===== src/rtl/exec_seq.sv =====
// exec_seq: 6502 execute-stage sequencer. Owns A and P, drives an external
// binary-only ALU, and performs decimal ADC/SBC as three binary ADD passes.
//
// Handshake: a request transfers on a rising edge where req_valid and
// req_ready are both 1. req_ready is high only in IDLE, out of reset, and
// when no direct accumulator load is pending. Once accepted, op/operand/D
// are latched and the request inputs are free to change. done pulses for
// one cycle after the final capture, and req_ready is high again in that
// same cycle.
module exec_seq #(
    parameter logic [7:0] P_RESET = 8'h24,
    parameter logic [2:0] ALU_ADD = 3'd0,
    parameter logic [2:0] ALU_AND = 3'd1
) (
    input  logic       clk,
    input  logic       rst_n,
    input  logic       req_valid,
    output logic       req_ready,
    input  logic [2:0] req_op,
    input  logic [7:0] req_operand,
    input  logic       acc_wr_en,
    input  logic [7:0] acc_wr_data,
    output logic [2:0] alu_ctrl,
    output logic [7:0] alu_AI,
    output logic [7:0] alu_BI,
    output logic       alu_carry,
    output logic       alu_BCD,
    input  logic [7:0] alu_Y,
    input  logic [7:0] alu_flags,
    output logic [7:0] acc,
    output logic [7:0] p_reg,
    output logic       done,
    output logic [1:0] dbg_state
);

    localparam logic [2:0] OP_ADC = 3'd0;
    localparam logic [2:0] OP_SBC = 3'd1;
    localparam logic [2:0] OP_AND = 3'd2;
    localparam logic [2:0] OP_CMP = 3'd3;
    localparam logic [2:0] OP_CLC = 3'd4;
    localparam logic [2:0] OP_SEC = 3'd5;
    localparam logic [2:0] OP_CLD = 3'd6;
    localparam logic [2:0] OP_SED = 3'd7;

    typedef enum logic [1:0] {
        S_IDLE   = 2'd0,
        S_EXEC   = 2'd1,
        S_ADJ_LO = 2'd2,
        S_ADJ_HI = 2'd3
    } state_t;

    state_t     r_state;
    state_t     w_state_nxt;

    logic [7:0] r_a;
    logic [7:0] r_p;
    logic [2:0] r_op;
    logic [7:0] r_m;
    logic       r_dec;
    logic [7:0] r_t;      // decimal intermediate: T after pass 1, T2 after pass 2
    logic       r_c1;
    logic       r_c2;
    logic       r_h;
    logic       r_done;

    logic [2:0] w_ctrl;
    logic [7:0] w_ai;
    logic [7:0] w_bi;
    logic       w_cin;
    logic       w_is_dec;
    logic       w_v;
    logic       w_h;
    logic       w_y_zero;
    logic       w_unused;

    // Only C, Z and N are ever taken from the ALU flag bus.
    assign w_unused = &{1'b0, alu_flags[6:2]};

    assign w_is_dec = r_dec & ((r_op == OP_ADC) | (r_op == OP_SBC));
    assign w_v      = (w_ai[7] == w_bi[7]) & (alu_Y[7] != w_ai[7]);
    assign w_h      = alu_Y[4] ^ w_ai[4] ^ w_bi[4];
    assign w_y_zero = (alu_Y == 8'h00);

    assign req_ready = rst_n & (r_state == S_IDLE) & ~acc_wr_en;
    assign alu_ctrl  = w_ctrl;
    assign alu_AI    = w_ai;
    assign alu_BI    = w_bi;
    assign alu_carry = w_cin;
    assign alu_BCD   = 1'b0;
    assign acc       = r_a;
    assign p_reg     = r_p;
    assign done      = r_done;
    assign dbg_state = r_state;

    // State register.
    always_ff @(posedge clk) begin
        if (!rst_n) r_state <= S_IDLE;
        else        r_state <= w_state_nxt;
    end

    // Next state and ALU drive; idle drive is the default in every state.
    always_comb begin
        w_state_nxt = r_state;
        w_ctrl      = ALU_ADD;
        w_ai        = 8'h00;
        w_bi        = 8'h00;
        w_cin       = 1'b0;
        case (r_state)
            S_IDLE: begin
                if (req_valid && !acc_wr_en) w_state_nxt = S_EXEC;
            end
            S_EXEC: begin
                case (r_op)
                    OP_ADC: begin w_ai = r_a; w_bi = r_m;  w_cin = r_p[0]; end
                    OP_SBC: begin w_ai = r_a; w_bi = ~r_m; w_cin = r_p[0]; end
                    OP_CMP: begin w_ai = r_a; w_bi = ~r_m; w_cin = 1'b1;   end
                    OP_AND: begin w_ctrl = ALU_AND; w_ai = r_a; w_bi = r_m; end
                    default: ;
                endcase
                w_state_nxt = w_is_dec ? S_ADJ_LO : S_IDLE;
            end
            S_ADJ_LO: begin
                w_ai = r_t;
                if (r_op == OP_ADC) w_bi = ((r_t[3:0] > 4'd9) || r_h) ? 8'h06 : 8'h00;
                else                w_bi = (!r_h) ? 8'hFA : 8'h00;
                w_state_nxt = S_ADJ_HI;
            end
            S_ADJ_HI: begin
                w_ai = r_t;
                if (r_op == OP_ADC) w_bi = ((r_t[7:4] > 4'd9) || r_c1 || r_c2) ? 8'h60 : 8'h00;
                else                w_bi = (!r_c1) ? 8'hA0 : 8'h00;
                w_state_nxt = S_IDLE;
            end
            default: w_state_nxt = S_IDLE;
        endcase
    end

    // Datapath: request latch, direct A load, and per-pass capture into A/P.
    always_ff @(posedge clk) begin
        if (!rst_n) begin
            r_a    <= 8'h00;
            r_p    <= P_RESET;
            r_op   <= OP_ADC;
            r_m    <= 8'h00;
            r_dec  <= 1'b0;
            r_t    <= 8'h00;
            r_c1   <= 1'b0;
            r_c2   <= 1'b0;
            r_h    <= 1'b0;
            r_done <= 1'b0;
        end else begin
            r_done <= 1'b0;
            case (r_state)
                S_IDLE: begin
                    if (acc_wr_en) begin
                        r_a    <= acc_wr_data;
                        r_p[7] <= acc_wr_data[7];
                        r_p[1] <= (acc_wr_data == 8'h00);
                    end else if (req_valid) begin
                        r_op  <= req_op;
                        r_m   <= req_operand;
                        r_dec <= r_p[3];
                    end
                end
                S_EXEC: begin
                    r_done <= ~w_is_dec;
                    case (r_op)
                        OP_ADC, OP_SBC: begin
                            // N, V, Z come from the binary sum in both modes.
                            r_p[7] <= alu_Y[7];
                            r_p[6] <= w_v;
                            r_p[1] <= w_y_zero;
                            if (w_is_dec) begin
                                r_t  <= alu_Y;
                                r_c1 <= alu_flags[0];
                                r_h  <= w_h;
                            end else begin
                                r_a    <= alu_Y;
                                r_p[0] <= alu_flags[0];
                            end
                        end
                        OP_CMP: begin
                            r_p[7] <= alu_Y[7];
                            r_p[1] <= w_y_zero;
                            r_p[0] <= alu_flags[0];
                        end
                        OP_AND: begin
                            r_a    <= alu_Y;
                            r_p[7] <= alu_flags[7];
                            r_p[1] <= alu_flags[1];
                        end
                        OP_CLC: r_p[0] <= 1'b0;
                        OP_SEC: r_p[0] <= 1'b1;
                        OP_CLD: r_p[3] <= 1'b0;
                        OP_SED: r_p[3] <= 1'b1;
                        default: ;
                    endcase
                end
                S_ADJ_LO: begin
                    r_t  <= alu_Y;
                    r_c2 <= alu_flags[0];
                end
                S_ADJ_HI: begin
                    r_a    <= alu_Y;
                    r_p[0] <= (r_op == OP_ADC) ? (r_c1 | r_c2 | alu_flags[0]) : r_c1;
                    r_done <= 1'b1;
                end
                default: ;
            endcase
        end
    end

endmodule


===== config.mk =====
export PLATFORM = sky130hd
export DESIGN_NAME = exec_seq
export DESIGN_NICKNAME = d
export VERILOG_FILES = /design/src/rtl/exec_seq.sv
export SDC_FILE = /design/constraint.sdc
export NUM_CORES = 1
export LEC_CHECK = 0
export CAP_MARGIN = 20
export CORE_MARGIN = 4
export CORE_UTILIZATION = 44
export CTS_CLUSTER_SIZE = 40
export DETAILED_ROUTE_END_ITERATION = 6
export GPL_TIMING_DRIVEN = 0
export PLACE_DENSITY_LB_ADDON = 0.25
export SLEW_MARGIN = 10
export SYNTH_ARGS = -nofsm -noshare
export SYNTH_HDL_FRONTEND = slang
export SYNTH_SLANG_ARGS = --single-unit

===== constraint.sdc =====
create_clock -name clk -period 2.2 [get_ports clk]
set_input_delay 0.44 -clock clk [delete_from_list [all_inputs] [get_ports clk]]
set_output_delay 0.44 -clock clk [all_outputs]
set_load 0.01 [all_outputs]

==> impl_results.md <==
- Status: finished clean
- Max Cap Viol: 0
- Post-synthesis adder-cell area fraction: 0
- Commonest non-fill, non-tap cell in the layout: clkdlybuf4s50_1
- Fill cells: 401
- Worst Hold Class: reg2reg
- CP Capture Type: primary output
- CP startpoint kind: flop
- Final hold violation count: 0
- Die X: 77.8 um
- CTS H-tree lvls: 2
- Clock sinks: 39
- Sequential power share: 0.444
- Routed WL per cell: 15.6 um
- NumNets Final: 380
- Area added between synthesis and finish: 47.0%
- Most frequent cells in the layout: clkdlybuf4s50_1 (51), nand2_1 (48), dfxtp_1 (38)
- I/O Buffers: 68
- Synth Area in Compound Gates: 0.210
- Layout Skew: 0.00923 ns
- #FFs+latches synth: 39
- Core area: 0.00472 sq mm
- Post-synthesis cell count: 255
- Setup TNS Final: 0 ns
- Clock Pin Slew Worst Setup and Hold Paths: 0.08 ns
- Initial Util: 0.453
- Final setup vio count: 0
- Final Power: 1.71 mW
- CTS root buffer: clkbuf_8
- Clock buffers created by TritonCTS: 5
- Comb pwr share: 0.190
- Vias in the first global route: 2130
- Routed vias: 2149
- FP Rows: 25
- Final-report max-slew violation count: 0
- Post-route DRC: 0
- ANT cells: 0
- Register Area: 782 sq um
- Routed Antenna Nets: 0
- Largest fanout on the critical path: 10
- Synthesis warning total: 0
- First-pass GRT wire length: 10100 um
- Post-synthesis cell type count: 41
- Final Cycle Share: 0.982
- Fmax: 463 MHz
- Leak: 1.35 nW
- Drt first pass iters: 4
- Post-Syn Area per Cell: 8.40 sq um
- Switching power: 427 uW
- Multi-input logic area: 0.00131 sq mm
- Peak VDD IR: 390 uV
- DR iter-0 viols: 210
- Clk network pwr share: 0.367
- Pwr per Cell Area: 542 mW/mm^2
- Gr usage total: 0.210
- Initial antenna violation count: 0
- Layout cells sized above 1: 0.149
- Post-synthesis sequential area ratio: 0.365
- XOR/XNOR Fraction of Synth Area: 0.0368
- Proportion of synthesized area in mux cells: 0.0888
- Main combinational cell family by area after synthesis: simple AND/OR/NAND/NOR gates
- IO Pins: 80
- Placed Area: 0.00292 sq mm
- Mapped Area: 0.00214 sq mm
- Clock buffer depth: 2
- Worst-Skew Late Latency: 0.29 ns
- Overall routed net length: 6390 um
- Critical path's slowest cell: dfxtp_2
- Crit Path Category: reg2out
- HPWL Detailed: 4630 um
- Final Cell Area: 0.00315 sq mm
- Clock tree from TritonCTS: yes
- Pin count of the biggest net entering global routing: 13
- Total gr overflow: 0
- RePlAce Congestion: 0.877
- CP max stage delay: 0.36 ns
- P_int: 1.28 mW
- Via/cell ratio: 5.25
- Worst path arrival time: 1.72 ns
- Critical Path RT: 1.76 ns
- Simple logic cell fraction of the synthesized area: 0.233
- Final min period: 2.16 ns
- Die ar.: 0.00605 sq mm
- Die Ht: 77.8 um
- CP cell instances: buf_4 -> nand2b_4 -> or3_4 -> o21ai_2 -> clkdlybuf4s15_2
- Switching Share: 0.250
==> cells in the mapped netlist, drive strengths merged <==
cell type | n | area share
nand2 | 48 | 0.084
dfxtp | 39 | 0.36
mux2i | 19 | 0.089
a21boi | 15 | 0.053
buf | 15 | 0.046
nor2b | 11 | 0.032
o21ai | 9 | 0.021
nand2b | 8 | 0.023
nor2 | 8 | 0.014
o211a | 8 | 0.037
a22o | 7 | 0.033
clkbuf | 7 | 0.012
nor3 | 7 | 0.019
xnor2 | 7 | 0.029
a21oi | 6 | 0.014
nand3 | 6 | 0.014
a31oi | 5 | 0.015
or3 | 4 | 0.012
inv | 3 | 0.0053
nor4 | 3 | 0.0088
a22oi | 2 | 0.0070
conb | 2 | 0.0035
nor3b | 2 | 0.012
o211ai | 2 | 0.0070
o21a | 2 | 0.0070
xor2 | 2 | 0.0082
a211oi | 1 | 0.0035
a221o | 1 | 0.0047
a31o | 1 | 0.0041
a41oi | 1 | 0.0041
and2b | 1 | 0.0035
and3 | 1 | 0.0029
nand4 | 1 | 0.0029
or3b | 1 | 0.0041
==> metal layers <==
layer  GRT usage  routed length, um  vias to the layer above
met3      0.0510                437                       11
met1       0.273               2810                     1002
li1            -                  -                     1047
met4      0.0480                 72                        0
met5           0                  0                        -
met2       0.352               3070                       89
==> power groups by stage <==
stage          Sequential (mW)  Combinational, mW  Clock, mW
4_1_cts                  0.756              0.311      0.630
2_1_floorplan            0.778              0.141          0
3_5_place_dp             0.772              0.302          0
3_3_place_gp             0.771              0.298          0
5_1_grt                  0.760              0.349      0.658
6_report                 0.756              0.323      0.626
==> logic make-up after synthesis <==
logic type,count (synthesis)
simple gates,101
compound gates,60
flops,39
buf+inv,25
mux,19
xor+xnor,9
other cells,2
==> worst max-delay path: cells and delay by family, from the launching register on <==
kind	cells	cell delay [ns]
simple gates	2	0.53
compound gates	1	0.11
buf+inv	2	0.43
flops	1	0.36
==> stage by stage <==
step | instances | util | worst slack [ns] | hold slack [ns]
5_1_grt | 409 | 0.666 | -0.00661 | 0.507
3_5_place_dp | 394 | 0.618 | -0.342 | 0.473
4_1_cts | 405 | 0.661 | -0.0138 | 0.483
2_1_floorplan | 259 | - | 0.389 | 0.454
3_3_place_gp | 394 | 0.618 | -0.341 | 0.463
6_report | 409 | 0.666 | 0.0405 | 0.478
==> worst paths after layout <==
check | from | end | slack [ns] | cells after the start
setup / recovery | dbg_state[0] | alu_BI[4] | 0.04 | 5
hold / removal | p_reg[0] | p_reg[0] | 0.48 | 2
setup reg to reg | flop | acc[2] | 0.22 | 8
hold reg to reg | p_reg[0] | p_reg[0] | 0.48 | 2
==> final cells by class <==
class,count,share of cell area
Clock buffer,6,0.0262
Tap cell,67,0.0266
Timing Repair Buffer,75,0.223
Clock inverter,2,0.0111
Buffer,22,0.0465
Sequential cell,39,0.249
Inverter,3,0.00358
Multi-Input combinational cell,195,0.415
==> repair_timing <==
| action | CTS | global route |
|---|---|---|
| setup buffers | 3 | 4 |
| resized for setup | 44 | 13 |
| endpoints found under the setup margin | 19 | 9 |
| hold buffers | 0 | 0 |
| pin swaps | 3 | 2 |
Power figures use the tool's default switching activity.
